--- config.mk ---
export PLATFORM = sky130hd
export DESIGN_NAME = rom_loader_flat
export DESIGN_NICKNAME = d
export VERILOG_FILES = /design/src/rtl/rom_loader_pkg.sv /design/src/rtl/rom_loader_if.sv /design/src/rtl/loader_fifo.sv /design/src/rtl/rom_loader.sv /design/src/flat_wrapper.sv
export SDC_FILE = /design/constraint.sdc
export NUM_CORES = 1
export LEC_CHECK = 0
export CORE_MARGIN = 1
export CORE_UTILIZATION = 50
export DETAILED_ROUTE_END_ITERATION = 10
export PLACE_DENSITY = 0.75
export SLEW_MARGIN = 20
export SYNTH_ARGS = -nofsm -noshare
export SYNTH_HDL_FRONTEND = slang
export SYNTH_HIERARCHICAL = 1
export SYNTH_SLANG_ARGS = --single-unit
--- constraint.sdc ---
create_clock -name clk_sys -period 3.2 [get_ports clk_sys]
set_clock_uncertainty 0.15 [all_clocks]
set_input_delay 0.48 -clock clk_sys [delete_from_list [all_inputs] [get_ports clk_sys]]
set_output_delay 0.48 -clock clk_sys [all_outputs]
set_load 0.05 [all_outputs]
--- src/rtl/rom_loader_pkg.sv ---
// Shared definitions for the ROM loader: the download region table, its
// entry type and the loader FSM state encoding.
//   REGION_TABLE : per-region ioctl index, SDRAM byte base and byte size
//   state_t      : loader FSM states
package loader_pkg;

  localparam int LOADER_AW      = 25;
  localparam int LOADER_REGIONS = 4;

  typedef struct packed {
    logic [5:0]           index;
    logic [LOADER_AW-1:0] base;
    logic [LOADER_AW-1:0] size;
  } region_t;

  // Lower entries win when two entries share an index.
  localparam region_t REGION_TABLE [LOADER_REGIONS] = '{
    '{index: 6'd0, base: 25'h000000, size: 25'h100000},
    '{index: 6'd1, base: 25'h100000, size: 25'h000010},
    '{index: 6'd2, base: 25'h200000, size: 25'h100000},
    '{index: 6'd3, base: 25'h300000, size: 25'h001000}
  };

  typedef enum logic [1:0] {
    ST_IDLE,
    ST_LOAD,
    ST_DRAIN
  } state_t;

endpackage

--- src/rtl/rom_loader_if.sv ---
// Bus bundle between hps_io download port, the loader and the SDRAM
// write port.
//   ioctl_*          : HPS download stream (ioctl_wait is flow control back)
//   mem_addr/mem_din : SDRAM write address/data, held while a request pends
//   mem_req/mem_ack  : toggle handshake; pending while they differ
// modport slave  : the loader
// modport master : the environment (hps_io + sdram controller)
interface rom_loader_if #(
  parameter int DW = 16,
  parameter int AW = 25
);
  logic          ioctl_download;
  logic [7:0]    ioctl_index;
  logic          ioctl_wr;
  logic [24:0]   ioctl_addr;
  logic [DW-1:0] ioctl_dout;
  logic          ioctl_wait;
  logic [AW-1:0] mem_addr;
  logic [DW-1:0] mem_din;
  logic          mem_req;
  logic          mem_ack;

  modport slave (
    input  ioctl_download, ioctl_index, ioctl_wr, ioctl_addr, ioctl_dout, mem_ack,
    output ioctl_wait, mem_addr, mem_din, mem_req
  );

  modport master (
    output ioctl_download, ioctl_index, ioctl_wr, ioctl_addr, ioctl_dout, mem_ack,
    input  ioctl_wait, mem_addr, mem_din, mem_req
  );
endinterface

--- src/rtl/loader_fifo.sv ---
// Small synchronous write buffer for the ROM loader.
//   push/din   : write an entry (accepted when not full, or full with pop)
//   pop/dout   : dout shows the head; pop removes it when not empty
//   full/empty : occupancy flags
//   count      : current number of entries
module loader_fifo #(
  parameter int WIDTH = 8,
  parameter int DEPTH = 4
) (
  input  logic                     clk,
  input  logic                     rst,
  input  logic                     push,
  input  logic                     pop,
  input  logic [WIDTH-1:0]         din,
  output logic [WIDTH-1:0]         dout,
  output logic                     full,
  output logic                     empty,
  output logic [$clog2(DEPTH):0]   count
);
  localparam int PW = $clog2(DEPTH);
  localparam logic [PW:0] FULL_CNT = (PW+1)'(DEPTH);

  logic [WIDTH-1:0] mem [DEPTH];
  logic [PW-1:0]    wr_ptr;
  logic [PW-1:0]    rd_ptr;
  logic             do_push;
  logic             do_pop;

  assign empty   = (count == '0);
  assign full    = (count == FULL_CNT);
  assign do_pop  = pop & ~empty;
  // A simultaneous pop frees the head slot, so a full FIFO still takes the push.
  assign do_push = push & (~full | do_pop);
  assign dout    = mem[rd_ptr];

  always_ff @(posedge clk) begin
    if (rst) begin
      wr_ptr <= '0;
      rd_ptr <= '0;
      count  <= '0;
    end else begin
      if (do_push) wr_ptr <= wr_ptr + 1'b1;
      if (do_pop)  rd_ptr <= rd_ptr + 1'b1;
      case ({do_push, do_pop})
        2'b10:   count <= count + 1'b1;
        2'b01:   count <= count - 1'b1;
        default: count <= count;
      endcase
    end
  end

  always_ff @(posedge clk) begin
    if (do_push) mem[wr_ptr] <= din;
  end
endmodule

--- src/rtl/rom_loader.sv ---
// Streams an HPS ioctl download into SDRAM for one of several regions.
// The region is chosen from ioctl_index on the rising edge of
// ioctl_download; each write is offset by the region base, buffered, and
// issued to SDRAM over a toggle req/ack handshake, one request at a time.
//   clk_sys, reset : clock and synchronous active-high reset
//   bus            : ioctl stream + SDRAM write port (rom_loader_if.slave)
//   busy           : loading or draining
//   done           : one-cycle pulse when a load completes
//   region_active  : one-hot active region, zero when idle
//   overflow       : sticky; a write was out of range or hit a full buffer
module rom_loader
  import loader_pkg::*;
#(
  parameter int NUM_REGIONS = 4,
  parameter int DW          = 16,
  parameter int AW          = 25,
  parameter int FIFO_DEPTH  = 4,
  parameter int SWAP_BYTES  = 0
) (
  input  logic                   clk_sys,
  input  logic                   reset,
  rom_loader_if.slave            bus,
  output logic                   busy,
  output logic                   done,
  output logic [NUM_REGIONS-1:0] region_active,
  output logic                   overflow
);
  localparam int CW = $clog2(FIFO_DEPTH) + 1;
  localparam int EW = AW + DW;
  localparam logic [CW-1:0] WAIT_AT = CW'(FIFO_DEPTH - 1);

  function automatic logic [DW-1:0] fmt_data(input logic [DW-1:0] d);
    logic [DW-1:0] r;
    r = d;
    if (SWAP_BYTES != 0 && DW == 16) begin
      for (int b = 0; b < DW/8; b++) r[8*b +: 8] = d[DW-8-8*b +: 8];
    end
    return r;
  endfunction

  state_t                 st;
  logic                   dl_q;
  logic                   rise_pend;
  logic [AW-1:0]          base;
  logic [AW-1:0]          size;
  logic                   hit;
  logic [NUM_REGIONS-1:0] sel;
  logic [AW-1:0]          sel_base;
  logic [AW-1:0]          sel_size;
  logic                   rise;
  logic                   fall;
  logic                   start;
  logic [AW-1:0]          addr_aw;
  logic                   in_range;
  logic                   req_idle;
  logic                   push;
  logic                   pop;
  logic                   drop;
  logic [EW-1:0]          head;
  logic                   full;
  logic                   empty;
  logic [CW-1:0]          cnt;
  logic                   unused_idx;

  assign unused_idx = &{1'b0, bus.ioctl_index[7:6]};

  // Scan downwards so the lowest matching entry is the one left selected.
  always_comb begin
    hit      = 1'b0;
    sel      = '0;
    sel_base = '0;
    sel_size = '0;
    for (int i = NUM_REGIONS - 1; i >= 0; i--) begin
      if (bus.ioctl_index[5:0] == REGION_TABLE[i].index) begin
        hit      = 1'b1;
        sel      = '0;
        sel[i]   = 1'b1;
        sel_base = AW'(REGION_TABLE[i].base);
        sel_size = AW'(REGION_TABLE[i].size);
      end
    end
  end

  assign rise     = bus.ioctl_download & ~dl_q;
  assign fall     = ~bus.ioctl_download & dl_q;
  assign start    = (st == ST_IDLE) & (rise | rise_pend) & hit;
  assign addr_aw  = AW'(bus.ioctl_addr);
  assign in_range = addr_aw < size;
  assign req_idle = (bus.mem_req == bus.mem_ack);
  assign pop      = req_idle & ~empty;
  assign push     = (st == ST_LOAD) & bus.ioctl_wr & in_range & (~full | pop);
  assign drop     = (st == ST_LOAD) & bus.ioctl_wr & ~(in_range & (~full | pop));

  loader_fifo #(.WIDTH(EW), .DEPTH(FIFO_DEPTH)) u_fifo (
    .clk   (clk_sys),
    .rst   (reset),
    .push  (push),
    .pop   (pop),
    .din   ({base + addr_aw, fmt_data(bus.ioctl_dout)}),
    .dout  (head),
    .full  (full),
    .empty (empty),
    .count (cnt)
  );

  always_ff @(posedge clk_sys) begin
    if (start) begin
      base <= sel_base;
      size <= sel_size;
    end
  end

  always_ff @(posedge clk_sys) begin
    if (reset) begin
      st             <= ST_IDLE;
      // Seeding with the live level avoids treating a download that is
      // still high across reset as a fresh start.
      dl_q           <= bus.ioctl_download;
      rise_pend      <= 1'b0;
      busy           <= 1'b0;
      done           <= 1'b0;
      region_active  <= '0;
      overflow       <= 1'b0;
      bus.ioctl_wait <= 1'b0;
      bus.mem_req    <= bus.mem_ack;
      bus.mem_addr   <= '0;
      bus.mem_din    <= '0;
    end else begin
      dl_q           <= bus.ioctl_download;
      done           <= 1'b0;
      bus.ioctl_wait <= (cnt >= WAIT_AT);

      if (pop) begin
        bus.mem_addr <= head[EW-1:DW];
        bus.mem_din  <= head[DW-1:0];
        bus.mem_req  <= ~bus.mem_req;
      end

      if (drop) overflow <= 1'b1;
      if (rise && st != ST_IDLE) rise_pend <= 1'b1;

      case (st)
        ST_IDLE: begin
          rise_pend <= 1'b0;
          if (start) begin
            st            <= ST_LOAD;
            busy          <= 1'b1;
            overflow      <= 1'b0;
            region_active <= sel;
          end
        end
        ST_LOAD: begin
          if (fall) st <= ST_DRAIN;
        end
        ST_DRAIN: begin
          if (empty && req_idle) begin
            st            <= ST_IDLE;
            busy          <= 1'b0;
            done          <= 1'b1;
            region_active <= '0;
          end
        end
        default: st <= ST_IDLE;
      endcase
    end
  end
endmodule

--- src/flat_wrapper.sv ---
// flat-port wrapper written by rule: the top's interface ports become plain ports
module rom_loader_flat import loader_pkg::*;
#(
  parameter int NUM_REGIONS = 4,
  parameter int DW          = 16,
  parameter int AW          = 25,
  parameter int FIFO_DEPTH  = 4,
  parameter int SWAP_BYTES  = 0
)
  (clk_sys, reset, busy, done, region_active, overflow, bus_ioctl_download, bus_ioctl_index, bus_ioctl_wr, bus_ioctl_addr, bus_ioctl_dout, bus_mem_ack, bus_ioctl_wait, bus_mem_addr, bus_mem_din, bus_mem_req);
  rom_loader_if #(.DW(DW), .AW(AW)) bus_i ();
  input  logic clk_sys;
  input  logic reset;
  output logic busy;
  output logic done;
  output logic [NUM_REGIONS-1:0] region_active;
  output logic overflow;
  input wire logic [$bits(bus_i.ioctl_download)-1:0] bus_ioctl_download;
  input wire logic [$bits(bus_i.ioctl_index)-1:0] bus_ioctl_index;
  input wire logic [$bits(bus_i.ioctl_wr)-1:0] bus_ioctl_wr;
  input wire logic [$bits(bus_i.ioctl_addr)-1:0] bus_ioctl_addr;
  input wire logic [$bits(bus_i.ioctl_dout)-1:0] bus_ioctl_dout;
  input wire logic [$bits(bus_i.mem_ack)-1:0] bus_mem_ack;
  output wire logic [$bits(bus_i.ioctl_wait)-1:0] bus_ioctl_wait;
  output wire logic [$bits(bus_i.mem_addr)-1:0] bus_mem_addr;
  output wire logic [$bits(bus_i.mem_din)-1:0] bus_mem_din;
  output wire logic [$bits(bus_i.mem_req)-1:0] bus_mem_req;
  assign bus_i.ioctl_download = bus_ioctl_download;
  assign bus_i.ioctl_index = bus_ioctl_index;
  assign bus_i.ioctl_wr = bus_ioctl_wr;
  assign bus_i.ioctl_addr = bus_ioctl_addr;
  assign bus_i.ioctl_dout = bus_ioctl_dout;
  assign bus_i.mem_ack = bus_mem_ack;
  assign bus_ioctl_wait = bus_i.ioctl_wait;
  assign bus_mem_addr = bus_i.mem_addr;
  assign bus_mem_din = bus_i.mem_din;
  assign bus_mem_req = bus_i.mem_req;
  rom_loader #(.NUM_REGIONS(NUM_REGIONS), .DW(DW), .AW(AW), .FIFO_DEPTH(FIFO_DEPTH), .SWAP_BYTES(SWAP_BYTES)) u_core (.clk_sys(clk_sys), .reset(reset), .bus(bus_i), .busy(busy), .done(done), .region_active(region_active), .overflow(overflow));
endmodule
==> results of run 1 <==
==> flip-flops by register name (all words and copies together), names as in the netlist, named ones only <==
name	cells
u_core/base	2
u_core/size	3
u_core/u_fifo/count	3
u_core/bus.mem_din	16
u_core/u_fifo/wr_ptr	2
u_core/bus.mem_addr	25
u_core/overflow	1
u_core/u_fifo/rd_ptr	2
u_core/done	1
u_core/bus.mem_req	1
u_core/dl_q	1
u_core/st	2
u_core/busy	1
u_core/u_fifo/mem	164
u_core/region_active	4
u_core/rise_pend	1
u_core/bus.ioctl_wait	1
==> cell usage after synthesis, drive strengths merged (2+ instances only) <==
cell type,instances,area share (%)
edfxtp,170,58
nand2,88,3.8
dfxtp,62,14
a21oi,49,2.8
mux4,41,11
inv,21,0.90
clkbuf,15,0.64
nor2,15,0.64
buf,11,1.4
ha,9,1.3
nand2b,8,0.57
nor2b,7,0.50
and2,6,0.43
o2bb2ai,4,0.40
xor2,4,0.40
nor3,3,0.17
nor4,3,0.43
o21ai,3,0.17
or3,3,0.21
xnor2,3,0.30
fa,2,0.46
mux2i,2,0.23
nand3,2,0.11
o211ai,2,0.17
==> layout make-up <==
type	count	area, um2
repair buffers	139	1400
inverters	21	78.8
well taps	225	282
clock inverters	10	121
clock buffers	31	616
flip-flops and latches	232	6350
multi-input cells	267	2250
fillers	1179	6140
==> per-layer routing <==
metal	up-vias	share of wire (%)
li1	2303	-
met1	2443	40
met2	142	53
met3	29	4.7
met4	0	2.3
met5	-	0
==> logic make-up (layout without fill, tap and decap cells) <==
logic type | count (synthesis) | count (layout)
AO/OA/AOI/OAI | 66 | 66
XOR/XNOR | 7 | 7
adder cells (fa/ha/maj) | 11 | 11
buffers and inverters | 47 | 201
flip-flops | 232 | 232
multiplexers | 44 | 44
AND/OR/NAND/NOR | 139 | 139
==> power by group through the flow <==
stage	registers, uW	logic [uW]	clock network, uW
6_report	3220	161	2610
4_1_cts	3220	160	2670
2_1_floorplan	3290	31.3	0
3_3_place_gp	3290	151	0
3_5_place_dp	3290	156	0
5_1_grt	3220	174	2790
==> worst reg2reg max path: stages (launching register included) <==
cell,delay (ns)
edfxtp_1,0.38
or4b_4,0.50
o41ai_4,0.39
a31oi_2,0.18
nor3_1,0.18
a21boi_2,0.19
inv_1,0.06
ha_2,0.18
inv_2,0.06
fa_2,0.21
xor2_2,0.08
or3_4,0.37
a21oi_2,0.11
==> worst max path at each step <==
stage / endpoint / slack (ns) / depth (start not counted)
CTS: u_core/u_fifo/count[2] / 0.04 / 13
global route: u_core/u_fifo/count[2] / -0.13 / 13
global placement: u_core/u_fifo/count[2] / -0.47 / 13
detailed placement: u_core/u_fifo/count[2] / -0.57 / 13
floorplan: u_core/u_fifo/count[2] / 0.1 / 13
finish: u_core/u_fifo/count[2] / 0.006 / 13
==> what timing repair did <==
action,CTS,global route
hold endpoints to repair,0,0
pin swaps,1,9
hold buffers,0,0
resized for setup,2,10
setup endpoints to repair,2,2
buffers inserted,0,1
==> through the flow <==
step                      std cells  instance area [um2]  util, %
after floorplan                 546                 8800        -
after global placement          883                10300     59.8
after detailed placement        883                10300     59.8
after CTS                       924                11100     64.1
after global routing            925                11100     64.4
final                           925                11100     64.4
==> reports/qor.yml, run 1 <==
leakage_uw: 0.00363
min-delay-start: "bus_ioctl_addr[4]"
syn_nets: 611
synth_cell_types: 42
cpLargestDelayFamily: "simple AND/OR/NAND/NOR gates"
grt.total_usage_pct: 19.7
initial_utilization_pct: 51.1
wirelength_um: 16900
final_hold_viol_count: 0
cts_root_buffer: "clkbuf_16"
met1_usage_pct: 24.1
worstHoldPathCells: 2
hold_class: "input port to register"
vdd_drop_max_mv: 0.396
arrival_ns: 3.46
synth-compound-area-share_pct: 4.39
num_vias: 4917
drc_errors: 0
crit_fanout: 2
portBuffers: 101
power_frac_comb_pct: 2.7
synthAdderAreaFrac_pct: 1.73
wl_per_cell_um: 18.3
rsz0062_at_grt: "yes"
finalSetupViolCount: 0
synthCells: 546
busiest_layer: "met2"
ys_seq_area_share_pct: 72.1
drtPass1Iterations: 4
p_sw_uw: 1100
gp_congestion: 0.774
detail-route-antenna-nets: 0
timing.fmax_mhz: 313
layout_min_cycle_time_ns: 3.19
top_level_ports: 104
fin_ws_ns: 0.00623
antenna_found_initial: 0
drive_above_1_share_pct: 19.1
regToRegStartpoint: "u_core/size[4]"
cp-start-kind: "input port"
area_delta_synth_final_pct: 26.1
setup-tns-final_ns: 0
yosys_most_used_dff: "edfxtp_1"
critPathLaunch: "bus_ioctl_addr[5]"
pre_cts_ws_ns: -0.570
fin_crit_sh_pct: 99.8
cts_tree: "yes"
p_int_uw: 4890
die_w_um: 135
r2r_slack_ns: 0.09
synth_top_family_by_area: "multiplexers"
critical_path_buf_inv_count: 3
r2r_cells: 12
clock_sinks: 232
maxCapViolCount: 0
muxShareOfSynthArea_pct: 10.9
antenna_cells: 0
dieArea_um2: 18100
crit_slowest_cell: "or4b_4"
cp-end-kind: "register"
hold_ws_ns: 0.227
power.density_nw_per_um2: 540
final_nets: 749
p_clk_share_pct: 43.6
path_class: "input port to register"
num_rows: 48
mostFrequentLayoutCells: "170 x edfxtp_1, 98 x clkdlybuf4s50_1, 88 x nand2_1"
core_area_um2: 17200
clkSlewWorstSetupHoldPaths_ns: 0.06
ys_warn_count: 6
clock_tree.buffer_depth: 3
swShare_pct: 18.4
final_common_cell: "edfxtp_1"
drtIter0Drc: 362
globalRouteOverflowTotal: 0
cpPeakStageDelay_ns: 0.52
crit_required_ns: 3.47
seqPwrFrac_pct: 53.8
synthArstFlopShare_pct: 0
insertion_delay_ns: 0.49
use_met3_pct: 3.38
synth_xor_area_share_pct: 0.697
syn_area_per_cell_um2: 16.1
worst_r2r_endpoint: "u_core/u_fifo/count[2]"
use_met2_pct: 35.3
grt_pass1_vias: 5270
ys_seq_elements: 232
cts_buffers: 23
max-slew-margin-rel_pct: 38.7
final-max-slew-violation-count: 0
synthSimpleGateAreaFrac_pct: 7.22
p_total_uw: 6000
grt_max_degree: 48
status: "finished, final reports clean"
synth-edff-count: 170
whs_endpoint: "u_core/u_fifo/mem[0][20]"
netlist_area_um2: 8800
h-tree-depth: 1
vias_per_cell: 5.32
grt_pass1_wl_um: 27200
die_h_um: 135
tightest_slew_ns: 0.920
crit_chain: "clkdlybuf4s50_1 > or4b_4 > o41ai_4 > a31oi_2 > nor3_1 > a21boi_2 > inv_1 > ha_2 > inv_2 > fa_2 > xor2_2 > or3_4 > a21oi_2"
place_hpwl_um: 10800
Note: power is estimated with default switching activity, not from simulation.
==> inputs of run 2 (changes only) <==
--- a/config.mk
+++ b/config.mk
@@ -6,11 +6,10 @@
 export NUM_CORES = 1
 export LEC_CHECK = 0
 export CORE_MARGIN = 1
-export CORE_UTILIZATION = 50
+export CORE_UTILIZATION = 40
 export DETAILED_ROUTE_END_ITERATION = 10
-export PLACE_DENSITY = 0.75
+export REMOVE_ABC_BUFFERS = 1
 export SLEW_MARGIN = 20
 export SYNTH_ARGS = -nofsm -noshare
 export SYNTH_HDL_FRONTEND = slang
-export SYNTH_HIERARCHICAL = 1
 export SYNTH_SLANG_ARGS = --single-unit
==> reports/qor.yml, run 2 <==
clkSlewWorstSetupHoldPaths_ns: 0.06  # about the same
synth_area_leaders: "edfxtp_1 59%, dfxtp_1 14%, mux4_2 11%, nand2_1 3.9%, a21oi_1 2.7%"
crit_slowest_cell: "clkdlybuf4s50_1"
synth_cell_types: 39  # -7.1%
mostFrequentLayoutCells: "170 x edfxtp_1, 100 x clkdlybuf4s50_1, 89 x nand2_1"
place_hpwl_um: 10600  # -1.2%
antenna_cells: 0  # unchanged
use_met3_pct: 3.21  # -0.17 points
timing.fmax_mhz: 333  # +6.2%
netlist_area_um2: 8620  # -2.0%
synthArstFlopShare_pct: 0  # unchanged
insertion_delay_ns: 0.51  # +0.02 ns
final-max-slew-violation-count: 0  # unchanged
cp-start-kind: "input port"
synth_most_common_cell: "edfxtp_1"
antenna_found_initial: 0  # unchanged
rsz0062_at_grt: "no"
fin_crit_sh_pct: 93.9  # -5.9 points
top_register: "u_core.u_fifo.mem"
crit_fanout: 2  # unchanged
leakage_uw: 0.00360  # -0.97%
core_area_um2: 21100  # +22%
final_util_pct: 52.5  # -12 points
final_common_cell: "edfxtp_1"
grt_pass1_wl_um: 26900  # -1.1%
synth_top_area_share_pct: 59.2  # +1.2 points
synth_common_cells: "170 x edfxtp_1, 90 x nand2_1, 60 x dfxtp_1, 47 x a21oi_1, 41 x mux4_2"
layout_min_cycle_time_ns: 3.01  # -0.188 ns
grt_max_degree: 44  # -8.3%
status: "finished, final reports clean"
dp.cells: 923  # +4.5%
final_nets: 739  # -1.3%
max-slew-margin-rel_pct: 41.6  # +3.0 points
yosys_most_used_dff: "edfxtp_1"
pre_cts_ws_ns: -0.485  # +0.0847 ns
wirelength_um: 16800  # -0.66%
clock_tree.buffer_depth: 3  # unchanged
detail-route-antenna-nets: 0  # unchanged
ys_seq_area_share_pct: 73.1  # +1.0 points
drc_errors: 0  # unchanged
globalRouteOverflowTotal: 0  # unchanged
die_w_um: 149  # +11%
cpPeakStageDelay_ns: 0.43  # -0.09 ns
cts_tree: "yes"
clock_sinks: 230  # -0.86%
gp_congestion: 0.770  # -0.43%
drtIter0Drc: 250  # -31%
drive_above_1_share_pct: 19.4  # +0.22 points
cp-end-kind: "register"
top_level_ports: 104  # unchanged
arrival_ns: 3.28  # -0.18 ns
vdd_drop_max_mv: 0.256  # -35%
dieArea_um2: 22100  # +22%
num_vias: 4795  # -2.5%
path_class: "input port to register"
initial_utilization_pct: 40.9  # -10 points
wl_per_cell_um: 17.3  # -5.0%
area_delta_synth_final_pct: 28.4
maxCapViolCount: 0  # unchanged
portBuffers: 101  # unchanged
vias_per_cell: 4.96  # -6.7%
power.density_nw_per_um2: 556  # +2.8%
use_met2_pct: 26.9  # -8.4 points
final_hold_viol_count: 0  # unchanged
busiest_layer: "met2"
yosys.area.top_type: "edfxtp_1"
num_rows: 53  # +10%
cts_root_buffer: "clkbuf_16"
crit_chain: "clkdlybuf4s50_1 > ha_1 > nor4_2 > nand3_1 > a2111oi_2 > and2b_4 > inv_1 > ha_1 > inv_1 > fa_1 > xor2_1 > or3_1 > a21oi_1"
met1_usage_pct: 20.6  # -3.5 points
ys_seq_elements: 230  # -0.86%
final_cells: 967  # +4.5%
drtPass1Iterations: 4  # unchanged
hold_ws_ns: 0.302  # +0.0751 ns
syn_area_per_cell_um2: 16.1  # about the same
synth-edff-count: 170  # unchanged
fin_ws_ns: 0.194  # +0.188 ns
cts_hold_buf: 0  # unchanged
die_h_um: 149  # +11%
cts_buffers: 24  # +4.3%
h-tree-depth: 1  # unchanged
largest_register_ffs: 164  # unchanged
ys_warn_count: 0  # -6
hold_class: "register to register"
grt.total_usage_pct: 15.7  # -4.0 points
finalSetupViolCount: 0  # unchanged
grt_pass1_vias: 5057  # -4.0%
reg_top3: "u_core.u_fifo.mem: 164 flops, u_core.bus.mem_addr: 25 flops, u_core.bus.mem_din: 16 flops"
tightest_slew_ns: 0.875  # -0.0445 ns
crit_required_ns: 3.47  # about the same
synthCells: 535  # -2.0%
==> run 2: critical path: cells and delay by family <==
| kind | cells | cell delay (ns) |
|---|---|---|
| xor gates and xnor gates | 1 | 0.09 |
| adders and majority gates | 3 | 0.62 |
| and+or+nand+nor | 4 | 0.97 |
| AOI/OAI and AO/OA | 2 | 0.58 |
| buffers and inverters | 3 | 0.55 |
==> run 2: what timing repair did <==
| item | in CTS | in global routing |
|---|---|---|
| gates resized for setup | 0 | 1 |
| setup buffers | 0 | 0 |
| setup endpoints to repair | 0 | 2 |
| endpoints found under the hold margin | 0 | 0 |
==> run 2: cell type report <==
cell class | instances | area (um2)
Clock buffer | 36 | 727
Clock inverter | 8 | 91.3
Fill cell | 1740 | 10000
Inverter | 15 | 56.3
Multi-Input combinational cell | 264 | 2160
Sequential cell | 230 | 6310
Tap cell | 275 | 344
Timing Repair Buffer | 139 | 1380
==> run 2: metrics by stage <==
stage | power (uW) | area (um2) | TNS (ns)
2_1_floorplan | 3290 | 8520 | -0.502
3_3_place_gp | 3410 | 10200 | -36.15
3_5_place_dp | 3420 | 10200 | -39.89
4_1_cts | 6230 | 11100 | 0
5_1_grt | 6350 | 11100 | 0
6_report | 6150 | 11100 | 0
==> run 2: logic make-up after synthesis <==
logic type,Yosys count,synth area share (%)
DFF,230,73.1
buffers and inverters,41,1.89
adders and majority gates,11,1.77
muxes,44,11.1
AOI/OAI and AO/OA,58,3.79
and+or+nand+nor,142,7.40
xor gates and xnor gates,9,0.914
==> run 2: per-layer routing <==
layer  vias up  share of wire (%)
met5         -                  0
met4         0                1.2
met3        16                5.1
met2       114                 49
met1      2400                 45
li1       2265                  -
==> run 2: path summary, 6_finish.rpt <==
| path | from | endpoint | slack (ns) | cells past startpoint |
|---|---|---|---|---|
| max | bus_ioctl_addr[12] | u_core.u_fifo.count[2] | 0.19 | 13 |
| max reg2reg | u_core.size[12] | u_core.u_fifo.count[2] | 0.28 | 13 |
| min reg2reg | u_core.bus.mem_addr[0] | u_core.bus.mem_addr[0] | 0.30 | 2 |
| min | u_core.bus.mem_addr[0] | u_core.bus.mem_addr[0] | 0.30 | 2 |
==> run 2: power by group <==
group	internal (uW)	total, uW	switching (uW)
clock network	1730	2800	1070
registers	3200	3200	2.34
logic	81.4	156	74.3
total	5000	6150	1150
